### src/rtl/neo_pattern_sequencer.sv
// neo_pattern_sequencer
//   Upstream stage of the NeoPixel strand controller. Each frame it loads every
//   color byte of every pixel through the controller's load handshake, issues
//   one send, then waits FRAME_CYCLES before advancing a rotating "chase"
//   pattern (one lit pixel, one lit color) and starting the next frame.
//
// Ports
//   clock          in   system clock
//   reset          in   asynchronous, active-high reset
//   enable         in   run enable, sampled in IDLE and at end of WAIT
//   ready_to_load  in   controller accepts load_color this cycle
//   ready_to_send  in   controller accepts send_it this cycle
//   pixel_index    out  pixel being loaded (registered)
//   color_index    out  0=green 1=red 2=blue (registered)
//   color_level    out  byte for (pixel_index, color_index) (registered)
//   load_color     out  one-cycle load strobe
//   send_it        out  one-cycle send strobe
//   frame_done     out  one-cycle pulse with send_it
module neo_pattern_sequencer #(
    parameter int          NUM_PIXELS   = 5,
    parameter int          FRAME_CYCLES = 5_000_000,
    parameter logic [7:0]  LEVEL        = 8'h40
) (
    input  logic       clock,
    input  logic       reset,
    input  logic       enable,
    input  logic       ready_to_load,
    input  logic       ready_to_send,
    output logic [2:0] pixel_index,
    output logic [1:0] color_index,
    output logic [7:0] color_level,
    output logic       load_color,
    output logic       send_it,
    output logic       frame_done
);

    localparam int PW = (NUM_PIXELS > 1) ? $clog2(NUM_PIXELS) : 1;
    localparam int CW = $clog2(FRAME_CYCLES + 1);
    localparam logic [PW-1:0] PIX_LAST = PW'(NUM_PIXELS - 1);
    localparam logic [PW:0]   PIX_NUM  = (PW + 1)'(NUM_PIXELS);
    localparam logic [CW-1:0] CNT_LOAD = CW'(FRAME_CYCLES - 1);

    typedef enum logic [1:0] {S_IDLE, S_LOAD, S_SEND, S_WAIT} state_t;

    state_t        state_q, state_d;
    logic [PW-1:0] pix_q, pix_d;
    logic [1:0]    col_q, col_d;
    logic [PW-1:0] off_q, off_d;
    logic [1:0]    hue_q, hue_d;
    logic [CW-1:0] cnt_q, cnt_d;
    logic [7:0]    level_q, level_d;
    logic [PW:0]   rot_sum;
    logic          lit;

    // Strobes are qualified by the ready inputs in the same cycle, so a stall
    // never produces a strobe and reset kills them immediately.
    assign load_color  = (state_q == S_LOAD) && ready_to_load;
    assign send_it     = (state_q == S_SEND) && ready_to_send;
    assign frame_done  = send_it;
    assign pixel_index = 3'(pix_q);
    assign color_index = col_q;
    assign color_level = level_q;

    always_ff @(posedge clock or posedge reset) begin
        if (reset) begin
            state_q <= S_IDLE;
            pix_q   <= '0;
            col_q   <= '0;
            off_q   <= '0;
            hue_q   <= '0;
            cnt_q   <= '0;
            level_q <= '0;
        end else begin
            state_q <= state_d;
            pix_q   <= pix_d;
            col_q   <= col_d;
            off_q   <= off_d;
            hue_q   <= hue_d;
            cnt_q   <= cnt_d;
            level_q <= level_d;
        end
    end

    always_comb begin
        state_d = state_q;
        pix_d   = pix_q;
        col_d   = col_q;
        off_d   = off_q;
        hue_d   = hue_q;
        cnt_d   = cnt_q;
        unique case (state_q)
            S_IDLE: begin
                if (enable) begin
                    state_d = S_LOAD;
                    pix_d   = '0;
                    col_d   = '0;
                end
            end
            S_LOAD: begin
                if (ready_to_load) begin
                    if (col_q == 2'd2) begin
                        col_d = '0;
                        if (pix_q == PIX_LAST) begin
                            pix_d   = '0;
                            state_d = S_SEND;
                        end else begin
                            pix_d = pix_q + PW'(1);
                        end
                    end else begin
                        col_d = col_q + 2'd1;
                    end
                end
            end
            S_SEND: begin
                if (ready_to_send) begin
                    cnt_d   = CNT_LOAD;
                    state_d = S_WAIT;
                end
            end
            S_WAIT: begin
                if (cnt_q == '0) begin
                    if (off_q == PIX_LAST) begin
                        off_d = '0;
                        hue_d = (hue_q == 2'd2) ? 2'd0 : hue_q + 2'd1;
                    end else begin
                        off_d = off_q + PW'(1);
                    end
                    state_d = enable ? S_LOAD : S_IDLE;
                end else begin
                    cnt_d = cnt_q - CW'(1);
                end
            end
            default: state_d = S_IDLE;
        endcase
    end

    // Level is precomputed from next-state values so it is valid in the same
    // cycle the indices are. (pix + off) < 2*NUM_PIXELS, so "mod == 0" reduces
    // to the sum being 0 or exactly NUM_PIXELS.
    always_comb begin
        rot_sum = {1'b0, pix_d} + {1'b0, off_d};
        lit     = ((rot_sum == '0) || (rot_sum == PIX_NUM)) && (col_d == hue_d);
        level_d = ((state_d == S_LOAD) && lit) ? LEVEL : 8'h00;
    end

endmodule

### config.mk
export PLATFORM = sky130hd
export DESIGN_NAME = neo_pattern_sequencer
export DESIGN_NICKNAME = d
export VERILOG_FILES = /design/src/rtl/neo_pattern_sequencer.sv
export SDC_FILE = /design/constraint.sdc
export NUM_CORES = 1
export LEC_CHECK = 0
export ABC_AREA = 1
export CAP_MARGIN = 5
export CORE_MARGIN = 2
export CORE_UTILIZATION = 55
export CTS_BUF_LIST = sky130_fd_sc_hd__clkbuf_2
export DETAILED_ROUTE_END_ITERATION = 8
export PLACE_DENSITY_LB_ADDON = 0.05
export SETUP_SLACK_MARGIN = 0.2
export SYNTH_ARGS = -nofsm -noshare
export SYNTH_HDL_FRONTEND = slang
export SYNTH_SLANG_ARGS = --single-unit
### constraint.sdc
create_clock -name clock -period 2.9 [get_ports clock]
set_input_delay 0.29 -clock clock [delete_from_list [all_inputs] [get_ports clock]]
set_output_delay 0.29 -clock clock [all_outputs]
set_load 0.01 [all_outputs]
==> flow_summary.ini, run 1 <==
[worst_setup_path]
rr_worst_depth = 15
start_kind = flop
crit_path_max_fanout = 3
r2r_slack_ps = 390
crit_arrival_ps = 2830
crit_path_end_kind = flop
r2r-end = color_level[6]
worstReg2RegStart = cnt_q[11]
worst_ep_required_time_ps = 3220
crit_type = flop to flop

[clock_network]
clk_latency_ps = 370
tritoncts = yes
cts_root_buffer = clkbuf_2
path_clk_slew_ps = 170
cts_made_buffers = 5
cts_buffer_depth = 2
cts_sinks = 36
htree_levels = 2

[logic_synthesis]
synth_cell_type_count = 38
yosysTopAreaCellShare_pct = 36.9
avgSynthCellArea_um2 = 7.30
ys_seq_area_share_pct = 36.9
yosys-top-cells-area = dfrtp_1, nand2_1, nor2_1
synth-seq-cells = 36
yosysTopAreaCell = dfrtp_1
synth_cells = 334
syn_area_um2 = 2440
ys_warn_count = 0

[drt]
vias_per_cell = 5.29
drc_errors = 0
postRouteWirelength_um = 5700
via_count = 2265
drt-initial-drc-count = 145
wl_per_cell_um = 13.3
firstDrtPassIters = 4
postRouteAntennaNets = 0

[global_routing]
grt_overflow_total = 0
grt_max_degree = 37
grt_pass1_wl_um = 9430
antenna_found_initial = 0
grt_use_total_pct = 24.0
first_global_vias = 2144

[cells_and_area]
antenna_cells = 0
synthToLayoutAreaGrowth_pct = 18.1
nNetsFinal = 393
drive_above_1_share_pct = 20.7
fin_area_um2 = 2880

[floorplan]
core_um2 = 4320
initial_utilization_pct = 56.4
die-area_um2 = 4980
rows = 24
io_pins = 21
dieWidth_um = 70.6
die-height_um = 70.6

[timing]
fin_skew_ps = 6.93
finalSetupViolations = 0
hold_slack_ps = 301
grt_setup_unrepaired = true
clock.fmax_mhz = 398
slew_viol_final = 0
hold_violations = 0
fin_setup_tns_ps = 0
post-route-period-util_pct = 86.6
timing.final.crit_period_ps = 2510

[power_and_ir_drop]
vdd_drop_max_uv = 382
power.total_mw = 1.86
power_density_nw_per_um2 = 647
leakagePower_nw = 1.34

[placement]
placedInstanceArea_um2 = 2660
port_buffers = 13
dp_hpwl_um = 4090
place_congestion = 0.881

[hold_path]
hp-class = input pin to asynchronous set/reset pin

[job]
maxCapViolCount = 0

[run_status]
status = finished, final reports clean
[flip-flops by register name, indices dropped and copies added, names as in the netlist]
signal / cells
hue_q: 2
color_index: 2
off_q: 3
pixel_index: 3
color_level: 1
state_q: 2
cnt_q: 23
[how the worst max path moves through the flow]
stage / endpoint / from / slack [ps] / depth (start not counted)
2_1_floorplan: color_level[6] / cnt_q[0] / 280 / 17
5_1_grt: color_level[6] / cnt_q[1] / 100 / 17
3_5_place_dp: color_level[6] / ready_to_load / 50 / 14
3_3_place_gp: color_level[6] / ready_to_load / 110 / 14
4_1_cts: color_level[6] / cnt_q[1] / 240 / 17
6_report: color_level[6] / cnt_q[11] / 390 / 15
[cells in the final DEF, fill, tap and decap left out, types with 4 or more instances in the layout]
cell,count
inv_2,4
dfrtp_1,32
nand2_2,5
clkbuf_2,5
clkdlybuf4s50_1,13
ha_1,7
nor2_2,10
inv_1,43
conb_1,7
nand3_1,20
buf_4,28
nor3_1,4
o21ai_0,16
nor2_1,47
o21ai_1,9
nand3_2,4
dfrtp_2,4
nor2_4,5
xor2_1,7
a21oi_1,9
nand2_1,61
nand4_1,10
[logic make-up (layout without fill, tap and decap cells)]
logic type / count (synthesis) / in the layout / synth area share, %
buffers and inverters: 58 / 94 / 10.6
XOR/XNOR: 8 / 8 / 2.87
flip-flops: 36 / 36 / 36.9
AND/OR/NAND/NOR: 177 / 177 / 34.3
adder cells (fa/ha/maj): 10 / 10 / 5.44
AO/OA/AOI/OAI: 44 / 44 / 9.75
other: 1 / 7 / 0.154
[routing by layer]
metal	vias to the layer above	global-route usage, %	share of wire [%]
li1	1139	-	-
met1	1068	27.9	41
met2	46	44.1	53
met3	12	4.99	3.7
met4	0	7.76	1.8
met5	-	0	0
[through the flow]
| stage | utilization, % | instances | setup WS [ps] |
|---|---|---|---|
| floorplan | - | 340 | 284 |
| global placement | 61.4 | 405 | 114 |
| detailed placement | 61.4 | 405 | 52.9 |
| CTS | 63.0 | 413 | 235 |
| global route | 66.6 | 428 | 96.7 |
| finish | 66.6 | 428 | 390 |
[where the power goes]
group | internal (mW) | switching, mW
combinational | 0.373 | 0.562
sequential | 0.614 | 0.110
clock | 0.0462 | 0.160
total | 1.03 | 0.832
[what timing repair did]
| item | CTS | global route |
|---|---|---|
| hold buffers | 0 | 0 |
| setup endpoints to repair | 1 | 1 |
| pin swaps | 1 | 10 |
| gates resized for setup | 9 | 17 |
| cloned | 0 | 0 |
| setup buffers | 3 | 15 |
[critical path, cell delays in order (launching register included)]
cell and delay, ps:
dfrtp_1 460, nor2_4 140, nand2_2 100, nor2_4 150, nand4_2 130, inv_2 80, buf_4 120, o21ai_1 60
a22o_1 210, ha_1 330, xnor2_2 170, nand2b_1 120, nand4_1 90, a21oi_1 120, nand3_1 80, nor2_1 80
[synthesized netlist by cell type, drive strengths merged]
cell type and n:
o21ai 26, nand3 24, dfrtp 36, nor3 6
xor2 7, buf 10, nor2b 1, o211ai 2
o22ai 1, nand4 11, or2 1, and2 1
a21oi 10, conb 1, nand2 68, nor2 62
fa 1, clkinv 1, a22o 1, ha 9
a21boi 1, xnor2 1, nand2b 1, a31oi 2
inv 47, o31ai 1, nand3b 2
[layout make-up]
class	instances	area, um^2
Sequential cell	36	906
Timing Repair Buffer	41	340
Multi-Input combinational cell	246	1360
Fill cell	388	1440
Tap cell	52	65.1
Inverter	48	181
Clock buffer	5	25.0
(Power assumes the default switching activity.)
==> run 2, diff against run 1 <==
==> constraint.sdc (replaced) <==
create_clock -name clock -period 2.9 [get_ports clock]
set_input_delay 0.58 -clock clock [delete_from_list [all_inputs] [get_ports clock]]
set_output_delay 0.58 -clock clock [all_outputs]
set_load 0.01 [all_outputs]
==> flow_summary.ini, run 2 (synthesized netlist as in run 1, its figures left out) <==
[job]
maxCapViolCount = 0

[clock_network]
path_clk_slew_ps = 200
htree_levels = 2
clk_latency_ps = 390
hold_buffers = 0
cts_sinks = 36
cts_made_buffers = 5
cts_buffer_depth = 2
cts_root_buffer = clkbuf_2
tritoncts = yes

[timing]
grt_setup_unrepaired = true
post-route-period-util_pct = 91.6
timing.final.crit_period_ps = 2660
finalSetupViolations = 0
fin_skew_ps = 21.6
fin_setup_tns_ps = 0
hold_slack_ps = 572
hold_violations = 0
clock.fmax_mhz = 377
slew_viol_final = 0
worst_slack_ps = 244

[placement]
dp_slack_ps = -146
place_congestion = 0.900
port_buffers = 13
placedInstanceArea_um2 = 2690
dp_hpwl_um = 4290

[power_and_ir_drop]
p_int_mw = 1.07
power_density_nw_per_um2 = 655
vdd_drop_max_uv = 332
power.total_mw = 1.95
p_switching_uw = 880
combPwrFrac_pct = 50.9
seqPwrFrac_pct = 37.4
switching_share_pct = 45.0
leakagePower_nw = 1.41
p_clk_share_pct = 11.7

[floorplan]
die-height_um = 70.6
initial_utilization_pct = 56.4
dieWidth_um = 70.6
rows = 24
die-area_um2 = 4980
io_pins = 21
core_um2 = 4320

[cells_and_area]
drive_above_1_share_pct = 23.6
largest_reg_flops = 23
fill_cells = 384
nNetsFinal = 401
layout_commonest_cell = nand2_1
fin_area_um2 = 2980
final_cell_mix = nand2_1, nor2_1, inv_1, buf_4, dfrtp_1
synthToLayoutAreaGrowth_pct = 22.4
antenna_cells = 0
largest_register = cnt_q

[global_routing]
first_global_vias = 2157
grt_overflow_total = 0
grt_pass1_wl_um = 9760
grt_max_degree = 37
grt_use_total_pct = 24.6
antenna_found_initial = 0

[drt]
routed-wl-met2_um = 3350
vias_per_cell = 5.31
highest_layer = met4
drc_errors = 0
postRouteWirelength_um = 6100
postRouteAntennaNets = 0
wirelength_met1_um = 2430
wl_per_cell_um = 13.9
drt-initial-drc-count = 170
met3_length_um = 222
via_count = 2324
firstDrtPassIters = 4

[worst_setup_path]
start_kind = flop
worst_ep_required_time_ps = 3220
crit_path_end_kind = flop
crit_type = flop to flop
crit_path_max_fanout = 3
rr_worst_depth = 16
crit_arrival_ps = 2980

[run_status]
status = finished, final reports clean

[hold_path]
hp-class = input pin to asynchronous set/reset pin
## run 2: metal layers
metal  global-route usage (%)  up-vias
li1                         -     1163
met1                     29.6     1090
met2                     45.0       59
met3                     3.99       12
met4                     7.97        0
met5                        0        -
## run 2: final timing paths
| check | slack [ps] | start | endpoint |
|---|---|---|---|
| worst max-delay path | 240 | cnt_q[11] | color_level[6] |
| worst min-delay path | 570 | reset | cnt_q[21] |
| worst max register to register | 240 | cnt_q[11] | color_level[6] |
| worst min register to register | 590 | cnt_q[14] | cnt_q[14] |
| max in group asynchronous | 1960 | reset | state_q[1] |
| min in group clock | 590 | cnt_q[14] | cnt_q[14] |
## run 2: repair_timing
item                                    4_1_cts  5_1_grt
pin swaps                                     2       14
gates resized for setup                       8       25
buffers inserted                              7       14
endpoints found under the setup margin        1        1
## run 2: stage by stage
| stage | std cells | utilization (%) |
|---|---|---|
| 3_3_place_gp | 410 | 62.3 |
| 6_report | 438 | 69.0 |
| 2_1_floorplan | 340 | - |
| 4_1_cts | 424 | 64.7 |
| 5_1_grt | 438 | 69.0 |
| 3_5_place_dp | 410 | 62.3 |
## run 2: cell type report
class,count,area (um^2),share of cell area (%)
Multi-Input combinational cell,246,1400,46.8
Sequential cell,36,906,30.4
Timing Repair Buffer,49,400,13.4
Inverter,48,181,6.08
Tap cell,52,65.1,2.18
Clock buffer,6,30.0,1.01
Clock inverter,1,5.00,0.168
## run 2: worst max-delay path, cell delays in order, from the launching register on
cell and delay [ps]:
dfrtp_1 470, nor2_4 180, nand2_4 90, nor2_4 150
nand4_2 130, inv_2 80, nand3_2 60, o21ai_2 90
ha_2 210, inv_2 40, fa_2 370, xnor2_2 190
nand2b_4 150, nand4_1 60, a21oi_1 140, nand3_1 80
nor2_1 100
## run 2: power groups by stage
| stage | registers, mW | clock network, mW | logic, mW |
|---|---|---|---|
| final | 0.732 | 0.229 | 0.994 |
| after global routing | 0.742 | 0.254 | 1.11 |
| after CTS | 0.718 | 0.234 | 0.900 |
| after detailed placement | 0.735 | 0 | 0.860 |
| after global placement | 0.735 | 0 | 0.849 |
| after floorplan | 0.716 | 0 | 0.586 |
